[src/rtl/fb_swap_ctrl.sv]
// fb_swap_ctrl: ping-pong frame-buffer controller.
// The scanner reads the front bank selected by o_rd_sel while the loader
// fills the back bank. Once the back bank holds a complete frame and the
// front bank has been shown for at least i_ram_time cycles, the banks swap
// on the next scanner frame boundary.
module fb_swap_ctrl #(
  parameter int ADDR_W      = 12,
  parameter int DATA_W      = 54,
  parameter int FRAME_WORDS = 3200
) (
  input  logic              i_clk,
  input  logic              i_rst,
  input  logic              i_wr_valid,
  input  logic [ADDR_W-1:0] i_wr_addr,
  input  logic [DATA_W-1:0] i_wr_data,
  output logic              o_wr_ready,
  input  logic              i_frame_done,
  input  logic [29:0]       i_ram_time,
  output logic              o_wr_a,
  output logic              o_wr_b,
  output logic [ADDR_W-1:0] o_addr_write,
  output logic [DATA_W-1:0] o_data_line,
  output logic              o_rd_sel,
  output logic              o_require_data,
  output logic              o_led,
  output logic              o_addr_err,
  output logic [7:0]        o_underrun_cnt
);

  // Word counter must be able to hold FRAME_WORDS itself while the
  // controller waits in S_FILLED.
  localparam int               CNT_W         = $clog2(FRAME_WORDS + 1);
  localparam logic [CNT_W-1:0] LAST_WORD     = CNT_W'(FRAME_WORDS - 1);
  localparam logic [31:0]      FRAME_WORDS_U = 32'(FRAME_WORDS);

  localparam logic [1:0] S_REQUEST = 2'd0;
  localparam logic [1:0] S_FILLED  = 2'd1;
  localparam logic [1:0] S_SWAP    = 2'd2;

  logic [1:0]        state_r;
  logic [1:0]        state_next_s;
  logic [CNT_W-1:0]  count_r;
  logic [29:0]       timer_r;
  logic              rd_sel_r;
  logic              led_r;
  logic              require_r;
  logic              wr_a_r;
  logic              wr_b_r;
  logic [ADDR_W-1:0] addr_r;
  logic [DATA_W-1:0] data_r;
  logic              addr_err_r;
  logic [7:0]        underrun_r;

  logic              wr_ready_s;
  logic              accept_s;
  logic              in_range_s;
  logic              last_accept_s;
  logic              timer_zero_s;
  logic              swap_s;
  logic              underrun_s;

  // Decode the events that drive both the FSM and the datapath registers.
  always_comb begin
    accept_s      = 1'b0;
    in_range_s    = 1'b0;
    last_accept_s = 1'b0;
    timer_zero_s  = 1'b0;
    swap_s        = 1'b0;
    underrun_s    = 1'b0;
    accept_s      = i_wr_valid & wr_ready_s;
    in_range_s    = (32'(i_wr_addr) < FRAME_WORDS_U);
    last_accept_s = accept_s & (count_r == LAST_WORD);
    timer_zero_s  = (timer_r == 30'd0);
    swap_s        = (state_r == S_FILLED) & timer_zero_s & i_frame_done;
    // A frame boundary outside S_FILLED after the hold has expired means the
    // scanner had to repeat the front frame.
    underrun_s    = i_frame_done & timer_zero_s & (state_r != S_FILLED);
  end

  // FSM state register.
  always_ff @(posedge i_clk) begin
    if (i_rst) begin
      state_r <= S_REQUEST;
    end else begin
      state_r <= state_next_s;
    end
  end

  // FSM next-state logic.
  always_comb begin
    state_next_s = state_r;
    case (state_r)
      S_REQUEST: begin
        if (last_accept_s) begin
          state_next_s = S_FILLED;
        end else begin
          state_next_s = S_REQUEST;
        end
      end
      S_FILLED: begin
        if (swap_s) begin
          state_next_s = S_SWAP;
        end else begin
          state_next_s = S_FILLED;
        end
      end
      S_SWAP:  state_next_s = S_REQUEST;
      default: state_next_s = S_REQUEST;
    endcase
  end

  // FSM combinational output: the loader handshake is open only while filling.
  always_comb begin
    wr_ready_s = 1'b0;
    if (i_rst) begin
      wr_ready_s = 1'b0;
    end else begin
      wr_ready_s = (state_r == S_REQUEST);
    end
  end

  // Data request goes high one cycle after entering S_REQUEST and drops
  // together with the state leaving it.
  always_ff @(posedge i_clk) begin
    if (i_rst) begin
      require_r <= 1'b0;
    end else begin
      require_r <= (state_r == S_REQUEST) & (state_next_s == S_REQUEST);
    end
  end

  // Write path: register address/data and strobe only the back bank.
  always_ff @(posedge i_clk) begin
    if (i_rst) begin
      wr_a_r     <= 1'b0;
      wr_b_r     <= 1'b0;
      addr_r     <= {ADDR_W{1'b0}};
      data_r     <= {DATA_W{1'b0}};
      addr_err_r <= 1'b0;
    end else if (accept_s) begin
      // Back bank is the one not being read: A when rd_sel = 1.
      wr_a_r     <= in_range_s & rd_sel_r;
      wr_b_r     <= in_range_s & ~rd_sel_r;
      addr_r     <= i_wr_addr;
      data_r     <= i_wr_data;
      addr_err_r <= addr_err_r | ~in_range_s;
    end else begin
      wr_a_r     <= 1'b0;
      wr_b_r     <= 1'b0;
      addr_r     <= addr_r;
      data_r     <= data_r;
      addr_err_r <= addr_err_r;
    end
  end

  // Frame word count: every accept counts, cleared when the bank swaps.
  always_ff @(posedge i_clk) begin
    if (i_rst) begin
      count_r <= {CNT_W{1'b0}};
    end else if (swap_s) begin
      count_r <= {CNT_W{1'b0}};
    end else if (accept_s) begin
      count_r <= count_r + {{(CNT_W-1){1'b0}}, 1'b1};
    end else begin
      count_r <= count_r;
    end
  end

  // Minimum display time: loaded at the swap, counts down to zero.
  always_ff @(posedge i_clk) begin
    if (i_rst) begin
      timer_r <= 30'd0;
    end else if (swap_s) begin
      timer_r <= i_ram_time;
    end else if (!timer_zero_s) begin
      timer_r <= timer_r - 30'd1;
    end else begin
      timer_r <= timer_r;
    end
  end

  // Front-bank select and status LED flip together on each swap.
  always_ff @(posedge i_clk) begin
    if (i_rst) begin
      rd_sel_r <= 1'b0;
      led_r    <= 1'b0;
    end else if (swap_s) begin
      rd_sel_r <= ~rd_sel_r;
      led_r    <= ~led_r;
    end else begin
      rd_sel_r <= rd_sel_r;
      led_r    <= led_r;
    end
  end

  // Saturating count of frame boundaries that found no new frame ready.
  always_ff @(posedge i_clk) begin
    if (i_rst) begin
      underrun_r <= 8'd0;
    end else if (underrun_s && (underrun_r != 8'hFF)) begin
      underrun_r <= underrun_r + 8'd1;
    end else begin
      underrun_r <= underrun_r;
    end
  end

  assign o_wr_ready     = wr_ready_s;
  assign o_wr_a         = wr_a_r;
  assign o_wr_b         = wr_b_r;
  assign o_addr_write   = addr_r;
  assign o_data_line    = data_r;
  assign o_rd_sel       = rd_sel_r;
  assign o_require_data = require_r;
  assign o_led          = led_r;
  assign o_addr_err     = addr_err_r;
  assign o_underrun_cnt = underrun_r;

endmodule

[config.mk]
export PLATFORM = sky130hd
export DESIGN_NAME = fb_swap_ctrl
export DESIGN_NICKNAME = d
export VERILOG_FILES = /design/src/rtl/fb_swap_ctrl.sv
export SDC_FILE = /design/constraint.sdc
export NUM_CORES = 1
export LEC_CHECK = 0
export CAP_MARGIN = 40
export CORE_MARGIN = 10
export CORE_UTILIZATION = 43
export CTS_BUF_LIST = sky130_fd_sc_hd__clkbuf_4 sky130_fd_sc_hd__clkbuf_8
export CTS_CLUSTER_DIAMETER = 80
export DETAILED_ROUTE_END_ITERATION = 6
export PLACE_DENSITY = 0.86
export SLEW_MARGIN = 20
export SYNTH_ARGS = -nofsm -noshare
export SYNTH_HDL_FRONTEND = slang
export SYNTH_SLANG_ARGS = --single-unit
[constraint.sdc]
create_clock -name i_clk -period 2 [get_ports i_clk]
set_input_delay 0.4 -clock i_clk [delete_from_list [all_inputs] [get_ports i_clk]]
set_output_delay 0.4 -clock i_clk [all_outputs]
set_load 0.05 [all_outputs]
==> results.sh, run 1 <==
export IMPL_nFillCells=958
export IMPL_num_nets_final=964
export IMPL_clk_path_buf_depth=2
export IMPL_finalNonFillerCells=1045
export IMPL_htree_levels=4
export IMPL_syn_inst=635
export IMPL_avgRoutedWirePerCell_um=17.7
export IMPL_die_area_um2=17700
export IMPL_p_leak_nw=3.40
export IMPL_ant_nets=0
export IMPL_netlist_area_um2=5500
export IMPL_antenna_found_initial=0
export IMPL_port_buffers=180
export IMPL_hold_buffers=0
export IMPL_insertion_delay_ps=450
export IMPL_relSlewSlack=0.638
export IMPL_period_needed_ps=2050
export IMPL_die_h_um=133
export IMPL_firstDrtPassIters=5
export IMPL_hold_path_depth=3
export IMPL_hold_violations=0
export IMPL_via_count=5516
export IMPL_synth_top_cells_by_count="dfxtp_1 (124), nand2_1 (90), o21ai_0 (70)"
export IMPL_hpwl_um=13300
export IMPL_avgSynthCellArea_um2=8.65
export IMPL_ys_flop_type="dfxtp_1"
export IMPL_clk_pin_slew_ps=80
export IMPL_synth_top_area_frac=0.452
export IMPL_cts_root_buf="clkbuf_8"
export IMPL_crit_fanout=5
export IMPL_regArea_um2=2490
export IMPL_cts_buffers=17
export IMPL_finalWirelength_um=18500
export IMPL_cp_required_ps=2370
export IMPL_grt_pass1_wl_um=28500
export IMPL_ys_ff_latch=124
export IMPL_io_pins=181
export IMPL_drt_iter0_markers=448
export IMPL_post_route_drc_count=0
export IMPL_setup_worst_path_start_class="flip-flop"
export IMPL_place_inst=1010
export IMPL_finalCoreUtilization=0.666
export IMPL_r2r_slack_ps=-50
export IMPL_timing_rr_end="timer_r[12]$_SDFFE_PP0P_"
export IMPL_max_freq_ghz=0.489
export IMPL_core_area_um2=12600
export IMPL_syn_nets=739
export IMPL_fin_skew_ps=12.6
export IMPL_holdWs_ps=470
export IMPL_slew_violations=0
export IMPL_die_w_um=133
export IMPL_reg2regPathDepth=8
export IMPL_p_per_area_nw_per_um2=1340
export IMPL_tritoncts="done"
export IMPL_synth_seq_area_share=0.452
export IMPL_yosysMostFrequentCell="dfxtp_1"
export IMPL_antenna_cells=0
export IMPL_grt_max_degree=99
export IMPL_worstPathArrival_ps=2410
export IMPL_power_mw=11.2
export IMPL_yosysTopAreaCell="dfxtp_1"
export IMPL_cts_sinks=124
export IMPL_endpoint_kind="flip-flop"
export IMPL_hold_class="primary input to flip-flop"
export IMPL_multi_input_area_um2=3010
export IMPL_globalRouteOverflowTotal=0
export IMPL_start_util=0.437
export IMPL_synthArstFlopShare=0
export IMPL_vias_per_cell=5.28
export IMPL_rr_startpoint="timer_r[0]$_SDFFE_PP0P_"
export IMPL_vdd_drop_max_mv=1.17
export IMPL_fin_crit_sh=1.02
export IMPL_synth_warnings=0
export IMPL_worstSetupPathType="flip-flop to flip-flop"
export IMPL_hold_start="i_rst"
export IMPL_grt_pass1_vias=5333
export IMPL_maxCapViolations=0
export IMPL_drive_gt1_frac=0.190
export IMPL_synth_cell_type_count=59
export IMPL_tns_ps=-81.2
export IMPL_gp_congestion=0.891
export IMPL_track_usage=0.199
export IMPL_setup_slack_ps=-46.8
export IMPL_ys_top_cells_by_area="dfxtp_1 (45%), nand2b_1 (7.7%), o21ai_0 (6.4%)"
export IMPL_outcome="finished with violations"
export IMPL_rsz0062_at_grt="true"
export IMPL_tightest_slew_ps=546
export IMPL_synth_edf_count=0
export IMPL_synthToLayoutAreaGrowth_pct=52.3
export IMPL_setup_viol=2
export IMPL_rows=41
export IMPL_violations="negative setup slack"
export IMPL_whs_endpoint="o_led$_SDFFE_PP0P_"
repair_timing:
action,in CTS,in global routing
cloned,0,0
pin swaps,2,7
resized for setup,77,30
endpoints found under the setup margin,76,38
buffers inserted,0,3
sequential cells by signal (all words and copies together) (netlist names):
signal and flops:
o_addr_err 1, state_r 2, o_addr_write 12, o_require_data 1, o_data_line 54, o_wr_b 1, timer_r 30, o_rd_sel 1
o_led 1, count_r 12, o_underrun_cnt 8, o_wr_a 1
layer usage:
layer,GRT usage,share of wire,wire length (um),vias up
li1,-,-,-,2667
met5,0,0,0,-
met3,0.0625,0.080,1480,29
met4,0.0477,0.016,291,0
met2,0.335,0.48,8930,221
met1,0.240,0.42,7810,2599
through the flow:
stage	setup WS (ps)	instance area [um2]
6_report	-46.8	8370
5_1_grt	-144	8370
4_1_cts	-18.5	8200
3_5_place_dp	-77.6	7820
3_3_place_gp	-13.2	7820
2_1_floorplan	16.7	5500
worst max-delay path: stages, from the launching register on:
cell and delay [ps]:
dfxtp_2 330, inv_2 80, ha_4 160, nor3b_1 280
nand3_1 250, nor4_4 360, buf_4 210, a221oi_2 70
a311oi_2 230
worst max path at each step:
stage | startpoint | end | slack (ps) | cells past startpoint
after detailed placement | timer_r[1]$_SDFFE_PP0P_ | timer_r[24]$_SDFFE_PP0P_ | -80 | 9
after global placement | timer_r[0]$_SDFFE_PP0P_ | timer_r[20]$_SDFFE_PP0P_ | -10 | 8
after global routing | timer_r[0]$_SDFFE_PP0P_ | timer_r[14]$_SDFFE_PP0P_ | -140 | 8
after CTS | timer_r[1]$_SDFFE_PP0P_ | timer_r[20]$_SDFFE_PP0P_ | -20 | 8
after floorplan | i_rst | o_wr_ready | 20 | 4
final | timer_r[0]$_SDFFE_PP0P_ | timer_r[12]$_SDFFE_PP0P_ | -50 | 8
layout make-up:
class | instances | area share
clock buffers | 23 | 0.0371
clock inverters | 9 | 0.0132
inverters | 10 | 0.00478
multi-input cells | 465 | 0.359
flip-flops and latches | 124 | 0.298
well taps | 172 | 0.0257
repair buffers | 242 | 0.262
where the power goes:
| part | switching [mW] | internal (mW) |
|---|---|---|
| Combinational | 3.06 | 2.53 |
| Sequential | 0.453 | 2.86 |
| Clock | 1.01 | 1.29 |
| Total | 4.53 | 6.68 |
cells in the final DEF (no fill, tap or decap), types with 3 or more instances in the layout:
cell type        count
or4_4                6
a21oi_2              3
nor4_2               8
xor2_1               9
o21ai_0             70
or3_1                4
nand3_1             19
nand2b_1            68
dfxtp_1            118
xnor2_1             18
dfxtp_2              6
nor4b_4              3
clkbuf_8            22
a21oi_1             14
a41o_1               5
nand2_1             90
nor3_1               4
nor2_1              41
buf_4               72
or4_1                4
o31ai_1              4
and3_1               5
nor2b_1              3
buf_12               4
dlygate4sd2_1       66
nor4_4               6
a31oi_1              9
nand4_1              7
nor4_1               3
clkdlybuf4s50_1     98
inv_1                8
a211oi_1            18
clkinvlp_4           3
logic make-up (layout without fill, tap and decap cells):
group           count (synthesis)  after routing  synth area share
buf+inv                        46            284            0.0362
xor+xnor                       27             27            0.0430
compound gates                139            139             0.156
simple gates                  291            291             0.297
flops                         124            124             0.452
fa+ha+maj                       4              4           0.00911
mux                             4              4           0.00774
Note: power is estimated with default switching activity, not from simulation.
==> run 2: changes to the inputs <==
- ABC_CLOCK_PERIOD_IN_PS: not set -> 2000
==> results of run 2 <==
Final layout, timing and power as in run 1 (identical DEF).
==> run 3: changes to the inputs <==
- GPL_ROUTABILITY_DRIVEN: not set -> 0
==> results of run 3 <==
Final layout, timing and power as in run 1 (identical DEF).
